<file path="config.mk">
export PLATFORM = sky130hd
export DESIGN_NAME = sb_hfosc
export DESIGN_NICKNAME = d
export VERILOG_FILES = /design/src/rtl/sb_hfosc.sv
export SDC_FILE = /design/constraint.sdc
export NUM_CORES = 1
export LEC_CHECK = 0
export CORE_MARGIN = 2
export CORE_UTILIZATION = 57
export CTS_CLUSTER_SIZE = 10
export DETAILED_ROUTE_END_ITERATION = 16
export PLACE_DENSITY_LB_ADDON = 0.08
export SLEW_MARGIN = 20
export SYNTH_ARGS = -nofsm -noshare
export SYNTH_HDL_FRONTEND = slang
export SYNTH_SLANG_ARGS = --single-unit
</file>
<file path="constraint.sdc">
create_clock -name clk -period 2.3 [get_ports clk]
set_input_delay 0.46 -clock clk [delete_from_list [all_inputs] [get_ports clk]]
set_output_delay 0.46 -clock clk [all_outputs]
set_load 0.005 [all_outputs]
</file>
<file path="src/rtl/sb_hfosc.sv">
// -----------------------------------------------------------------------------
// sb_hfosc -- cycle-accurate model of the iCE40 high-frequency oscillator.
//
// The raw oscillator core is stood in for by the reference clock `clk`. The
// block models the power-up warm-up delay, the selectable post-divider and a
// glitch-free output enable. A `ready` flag is exported for benches and for
// clock-domain logic that must wait for a stable clock.
//
// Parameters
//   CLKHF_DIV  post-divider select: 00 = clk/1, 01 = clk/2, 10 = clk/4,
//              11 = clk/8
//   PU_CYCLES  clk rising edges of warm-up after CLKHFPU asserts (1..65535)
//
// Ports
//   clk      in   reference clock (raw oscillator core)
//   rst      in   asynchronous, active-high reset
//   CLKHFPU  in   power-up request, 1 = oscillator powered
//   CLKHFEN  in   output enable, effective only once ready
//   CLKHF    out  divided, gated oscillator clock
//   ready    out  warm-up complete and CLKHFPU still high
// -----------------------------------------------------------------------------
module sb_hfosc #(
  parameter logic [1:0]  CLKHF_DIV = 2'b00,
  parameter int unsigned PU_CYCLES = 16
) (
  input  logic clk,
  input  logic rst,
  input  logic CLKHFPU,
  input  logic CLKHFEN,
  output logic CLKHF,
  output logic ready
);

  localparam logic [15:0] PU_MAX = 16'(PU_CYCLES);

  // ---------------------------------------------------------------------------
  // State
  // ---------------------------------------------------------------------------
  logic [15:0] pu_cnt_q, pu_cnt_d;
  logic        ready_q,  ready_d;
  logic [2:0]  div_q,    div_d;
  logic        en_q;
  logic        gate_q;
  logic        src;

  // ---------------------------------------------------------------------------
  // Warm-up counter: counts rising edges with CLKHFPU sampled high, saturating
  // at PU_MAX. Any sampled low restarts the whole warm-up.
  // ---------------------------------------------------------------------------
  always_comb begin
    // NOTE: every signal assigned in a combinational block gets a default
    // first, so no path through the if/else can leave it unassigned and
    // infer a latch.
    pu_cnt_d = pu_cnt_q;
    ready_d  = ready_q;
    if (!CLKHFPU) begin
      pu_cnt_d = '0;
      ready_d  = 1'b0;
    end else if (pu_cnt_q != PU_MAX) begin
      pu_cnt_d = pu_cnt_q + 16'd1;
      // Ready on the very edge at which the count reaches PU_MAX.
      ready_d  = (pu_cnt_q == PU_MAX - 16'd1);
    end else begin
      ready_d  = 1'b1;
    end
  end

  // ---------------------------------------------------------------------------
  // Divider: free-runs only while ready, held at zero otherwise so that every
  // restart begins from the same phase (src low).
  // ---------------------------------------------------------------------------
  always_comb begin
    div_d = ready_q ? div_q + 3'd1 : 3'd0;
  end

  // NOTE: sequential state uses non-blocking assignments so every register
  // samples the pre-edge values of the others, independent of block order.
  always_ff @(posedge clk or posedge rst) begin
    if (rst) begin
      pu_cnt_q <= '0;
      ready_q  <= 1'b0;
      div_q    <= '0;
      en_q     <= 1'b0;
    end else begin
      pu_cnt_q <= pu_cnt_d;
      ready_q  <= ready_d;
      div_q    <= div_d;
      en_q     <= CLKHFEN;
    end
  end

  // ---------------------------------------------------------------------------
  // Divider tap. With no division the raw reference is passed straight on.
  // ---------------------------------------------------------------------------
  always_comb begin
    src = clk;
    unique case (CLKHF_DIV)
      2'b00:   src = clk;
      2'b01:   src = div_q[0];
      2'b10:   src = div_q[1];
      default: src = div_q[2];
    endcase
  end

  // ---------------------------------------------------------------------------
  // Glitch-free gate: the enable is re-evaluated only on a falling clk edge
  // while src is low, so an open gate can never chop a high phase and a
  // closed gate can only open ahead of a complete high phase. For the /1
  // case src is clk itself and this degenerates to a negedge-latched enable.
  // ---------------------------------------------------------------------------
  always_ff @(negedge clk or posedge rst) begin
    if (rst) begin
      gate_q <= 1'b0;
    end else if (!src) begin
      gate_q <= en_q & ready_q;
    end
  end

  // Reset clears gate_q asynchronously, which forces CLKHF low at once.
  assign CLKHF = src & gate_q;
  assign ready = ready_q;

endmodule

</file>
==> reports/results.tsv, run 1 <==
metric	value	unit
Synth top area share	43.7	%
max cap viols	0	
drt total wl	2.28	mm
hold path start	clk	
die width	46.5	µm
sequential fraction of the synthesis area	46.2	%
initial antenna violation count	0	
Worst setup EP type	output pin	
Top FF cell, synth	dfrtp_1	
largest net degree at the start of global routing	19	
maximum vdd ir drop	0.349	mV
Core Area	1710	µm²
Worst-Margin Slew	0.493	ns
placed wire-length estimate	1.48	mm
Starting Density	60.3	%
Place WS	-0.279	ns
Mean Syn Cell Area	9.90	µm²
Die ar.	2160	µm²
Iteration-0 DRC Markers	32	
vias per cell	6.17	
main area contributors after synthesis	dfrtp_1, mux2i_1, nand2_1	
Critical Path RT	1.84	ns
footprint of the multi-input gates	527	µm²
syn nets	110	
gr ovfl total	0	
crit path launch type	flop	
Distinct cells, synth	31	
Die H	46.5	µm
Setup-failing EPs final	2	
register area	475	µm²
layout cell share with drive strength beyond 1	17.6	%
failing checks	negative setup slack	
worst reg2reg path depth	5	
CTS tree	built	
Worst R2R Setup Slack	0.47	ns
vias in the first global route	965	
DR pass1 iterations	4	
nets@finish	130	
remaining antenna violation count	0	
Hold/Removal Path Class	clk -> reg	
Vias	925	
global-route wire length before repair	3.90	mm
Worst Hold Path EP	gate_q$_DFFE_NP0N_	
fillers	125	
# DRC	0	
post-DR wirelength/cell	15.2	µm
WHS Path Cells	6	
FP Rows	15	
Mapped Cells	104	
leakage power	0.000511	µW
arrival time at the worst endpoint	2.19	ns
placed instance area	1120	µm²
r2r endpoint	pu_cnt_q[0]$_DFFE_PP0P_	
gr usage total	27.6	%
Fin. Hold Viols	0	
Post-synth EDFFs	0	
RSZ-0062 raised after global routing	true	
post-route cell area	1230	µm²
PwrDens	606	nW/µm²
post-synthesis async set-or-reset flop share	100	%
Yosys top cell by area	dfrtp_1	
Clock Pin Slew Worst Setup and Hold Paths	0.07	ns
critical path class	reg -> out	
Yosys reg bits	19	
ANT cells	0	
gpl congestion	0.780	
post-route setup TNS	-0.351	ns
YS warnings	0	
outcome	finished, violations left	
PnR worst setup slack	-0.351	ns
worst skew pair latency	0.41	ns
most common cell in the synthesized netlist	dfrtp_1	
reg-to-reg critical path startpoint	pu_cnt_q[0]$_DFFE_PP0P_	
largest fanout on the critical path	2	
Rel. slew slack	67.0	%
area grow syn2layout	19.6	%
Post-synth top cells	dfrtp_1, nand2_1, a21oi_1	
Final Max Slew Viols	0	
num ports	6	
# hold bufs at CTS	0	
IO Port Bufs	5	
Syn Std Cell Area	1030	µm²
Final Skew	0.00878	ns
==> worst max-delay path, cell delays in order, from the launching register on <==
cell and delay, ns:
dfrtn_1 0.40, and2_4 0.14, buf_6 0.08
==> through the flow <==
step                hold WS (ns)  utilization, %  total power [µW]  std cells
CTS                        0.241            72.1               763        150
floorplan                 0.0387               -               373        104
global route               0.227            72.1               799        150
finish                     0.230            72.1               746        150
detailed placement        0.0386            65.5               390        134
global placement          0.0386            65.5               387        134
==> kinds of logic after synthesis <==
group           count (synthesis)  share of synthesized area [%]
xor+xnor                        2                           1.70
compound gates                 17                           9.48
fa+ha+maj                       2                           2.43
mux                             6                           5.83
buf+inv                         8                           2.92
simple gates                   50                           31.5
flops                          19                           46.2
==> power breakdown <==
part	internal [µW]	total [µW]	switching, µW
Clock	209	364	155
Sequential	339	347	7.25
Combinational	15.0	36.0	21.0
==> routing by layer <==
layer	up-vias	wire [µm]	GRT usage, %
met2	35	1140	39.2
met1	457	959	30.1
met4	0	53	23.4
li1	427	-	-
met3	6	123	14.1
met5	-	0	0
==> area by class of cell <==
cell class | instances | share of cell area, %
multi-input combinational | 77 | 42.8
sequential | 19 | 38.6
clock buffer | 17 | 9.76
timing repair buffer | 6 | 4.47
tap | 25 | 2.54
inverter | 6 | 1.83
==> repair_timing <==
| action | in CTS | in global routing |
|---|---|---|
| hold endpoints to repair | 0 | 0 |
| pin swaps | 1 | 0 |
| setup endpoints to repair | 2 | 2 |
| gates resized for setup | 6 | 0 |
| setup buffers | 2 | 0 |
==> sequential cells by signal, indices dropped and copies added, names as in the netlist <==
name and flops:
pu_cnt_q 16, en_q 1, gate_q 1, ready 1
==> how the worst max path moves through the flow <==
stage,from,end,slack (ns),depth (start not counted)
3_5_place_dp,gate_q$_DFFE_NP0N_,CLKHF,-0.28,2
4_1_cts,gate_q$_DFFE_NP0N_,CLKHF,-0.37,2
3_3_place_gp,gate_q$_DFFE_NP0N_,CLKHF,-0.27,2
2_1_floorplan,gate_q$_DFFE_NP0N_,CLKHF,0.20,1
5_1_grt,gate_q$_DFFE_NP0N_,CLKHF,-0.40,2
6_report,gate_q$_DFFE_NP0N_,CLKHF,-0.35,2
==> cell usage in the layout, fill, tap and decap left out, types with 2 or more instances in the layout <==
cell	netlist	layout
nand3_1	4	4
clkdlybuf4s50_1	0	4
ha_1	2	2
clkbuf_1	2	3
nor4_1	5	5
dfrtp_1	18	18
a21oi_1	7	7
nand4_1	3	3
nand2_1	12	12
o21ai_0	4	4
or3_1	4	4
inv_1	5	5
mux2i_1	6	6
nand2b_1	4	4
o31ai_1	4	4
nand3b_1	2	2
or4_1	5	5
buf_4	0	4
clkbuf_4	0	11
nor2_1	3	3
(Power assumes the default switching activity.)
==> run 2: changes to the inputs <==
Settings changed: CAP_MARGIN set to 5, SKIP_LAST_GASP set to 1.
==> results of run 2 <==
Same layout as run 1: the final DEF is identical, and so are final timing and power.
==> run 3: changes to the inputs <==
Settings changed: ABC_AREA set to 0, CAP_MARGIN 5 to 20, CORE_UTILIZATION 57 to 60, CTS_BUF_LIST set to sky130_fd_sc_hd__clkbuf_8.
==> reports/results.tsv, run 3 (synthesis gave the netlist of run 1 again) <==
metric	value	unit	change
vias in the first global route	905		was 965
failing checks	negative setup slack		unchanged
Iteration-0 DRC Markers	26		was 32
Worst setup EP type	output pin		unchanged
Rel. slew slack	69.6	%	was 67.0%
Vias	893		was 925
Worst R2R Setup Slack	0.48	ns	was 0.47 ns
Starting Density	66.1	%	was 60.3%
post-DR wirelength/cell	15.4	µm	was 15.2 µm
largest fanout on the critical path	2		unchanged
area grow syn2layout	21.9	%	was 19.6%
IO Port Bufs	5		unchanged
placed instance area	1110	µm²	was 1120 µm²
Tot Pwr	854	µW	was 746 µW
CTS tree	built		unchanged
global-route wire length before repair	3.73	mm	was 3.90 mm
crit path launch type	flop		unchanged
arrival time at the worst endpoint	2.15	ns	was 2.19 ns
Clock Pin Slew Worst Setup and Hold Paths	0.05	ns	was 0.07 ns
Fin. Hold Viols	0		unchanged
placed wire-length estimate	1.42	mm	was 1.48 mm
post-route cell area	1250	µm²	was 1230 µm²
post-route setup TNS	-0.308	ns	was -0.351 ns
gr usage total	26.8	%	was 27.6%
r2r endpoint	pu_cnt_q[1]$_DFFE_PP0P_		was pu_cnt_q[0]$_DFFE_PP0P_
WP depth	2		unchanged
Critical Path RT	1.84	ns	about the same
CP Cell Sequence	and2_4 -> buf_6		unchanged
initial antenna violation count	0		unchanged
Hold/Removal Path Class	clk -> reg		unchanged
remaining antenna violation count	0		unchanged
number of flip-flops in the largest register	16		unchanged
family with the most delay on the worst path	flip-flops		unchanged
cell at the slowest stage of the critical path	dfrtn_1		unchanged
drt total wl	2.12	mm	was 2.28 mm
Core Area	1560	µm²	was 1710 µm²
largest net degree at the start of global routing	19		unchanged
maximum vdd ir drop	0.484	mV	was 0.349 mV
max cap viols	0		unchanged
Die H	45.4	µm	was 46.5 µm
Final Max Slew Viols	0		unchanged
worst skew pair latency	0.38	ns	was 0.41 ns
PwrDens	681	nW/µm²	was 606 nW/µm²
worst hold slack	0.0302	ns	was 0.230 ns
Place WS	-0.274	ns	was -0.279 ns
worst reg2reg path depth	5		unchanged
layout cell share with drive strength beyond 1	16.4	%	was 17.6%
Final Skew	0.0289	ns	was 0.00878 ns
ANT cells	0		unchanged
critical path endpoint	CLKHF		unchanged
gr ovfl total	0		unchanged
DR pass1 iterations	4		unchanged
FP Rows	14		was 15
nets@finish	127		was 130
# DRC	0		unchanged
Top reg by flops	pu_cnt_q		unchanged
WP buf/inv	1		unchanged
crit path from	gate_q$_DFFE_NP0N_		unchanged
die width	45.4	µm	was 46.5 µm
num ports	6		unchanged
worst stage delay on the critical path	0.39	ns	was 0.40 ns
Die ar.	2060	µm²	was 2160 µm²
reg-to-reg critical path startpoint	pu_cnt_q[0]$_DFFE_PP0P_		unchanged
Worst-Margin Slew	0.455	ns	was 0.493 ns
outcome	finished, violations left		unchanged
gpl congestion	0.804		was 0.780
RSZ-0062 raised after global routing	true		unchanged
critical path class	reg -> out		unchanged
most common cell after layout, fill and taps aside	dfrtp_1		unchanged
most frequent cells in the layout	dfrtp_1, nand2_1, clkbuf_8		was dfrtp_1, nand2_1, clkbuf_4
vias per cell	6.47		was 6.17
PnR worst setup slack	-0.308	ns	was -0.351 ns
Setup-failing EPs final	2		unchanged
leakage power	0.000525	µW	was 0.000511 µW
run 3: changes by cell type in the layout (fill, tap and decap cells not counted):
cell	delta
buf_4	-1
clkbuf_1	-3
clkbuf_4	-11
clkbuf_8	+9
clkinv_2	+1
inv_1	+2
run 3: where the power goes:
| group | internal, µW | total [µW] | switching, µW |
|---|---|---|---|
| logic | 14.8 | 35.4 | 20.6 |
| clock network | 308 | 473 | 165 |
| registers | 339 | 346 | 6.96 |
run 3: final cells by class:
class	count	area, µm²
repair buffers	6	55.1
clock inverters	3	12.5
well taps	16	20.0
fillers	92	304
multi-input cells	77	527
clock buffers	11	143
flip-flops and latches	19	475
inverters	6	22.5
run 3: metrics by stage:
stage               std cells  utilization, %
floorplan                 104               -
global placement          125            71.0
detailed placement        125            71.0
CTS                       138            80.5
global route              138            80.5
finish                    138            80.5
run 3: metal layers:
layer,up-vias,track usage (%),share of wire [%]
li1,425,-,-
met1,431,31.4,42
met2,30,38.3,50
met3,7,10.3,5.4
met4,0,22.4,1.7
met5,-,0,0
run 3: how the worst min path moves through the flow:
stage          start                  to  cells after the start
4_1_cts          clk  gate_q$_DFFE_NP0N_                      4
6_report         clk  gate_q$_DFFE_NP0N_                      4
3_5_place_dp     clk  gate_q$_DFFE_NP0N_                      1
3_3_place_gp     clk  gate_q$_DFFE_NP0N_                      1
5_1_grt          clk  gate_q$_DFFE_NP0N_                      4
2_1_floorplan    clk  gate_q$_DFFE_NP0N_                      1
run 3: tightest hold or removal path, delay by kind of cell:
kind                   cells  cell delay [ns]
AO/OA/AOI/OAI              1             0.14
buffers and inverters      3             0.36
run 3: repair_timing:
action                     4_1_cts  5_1_grt
hold buffers                     0        0
setup endpoints to repair        2        2
gates resized for setup          6        0
pin swaps                        1        1
buffers inserted                 1        0
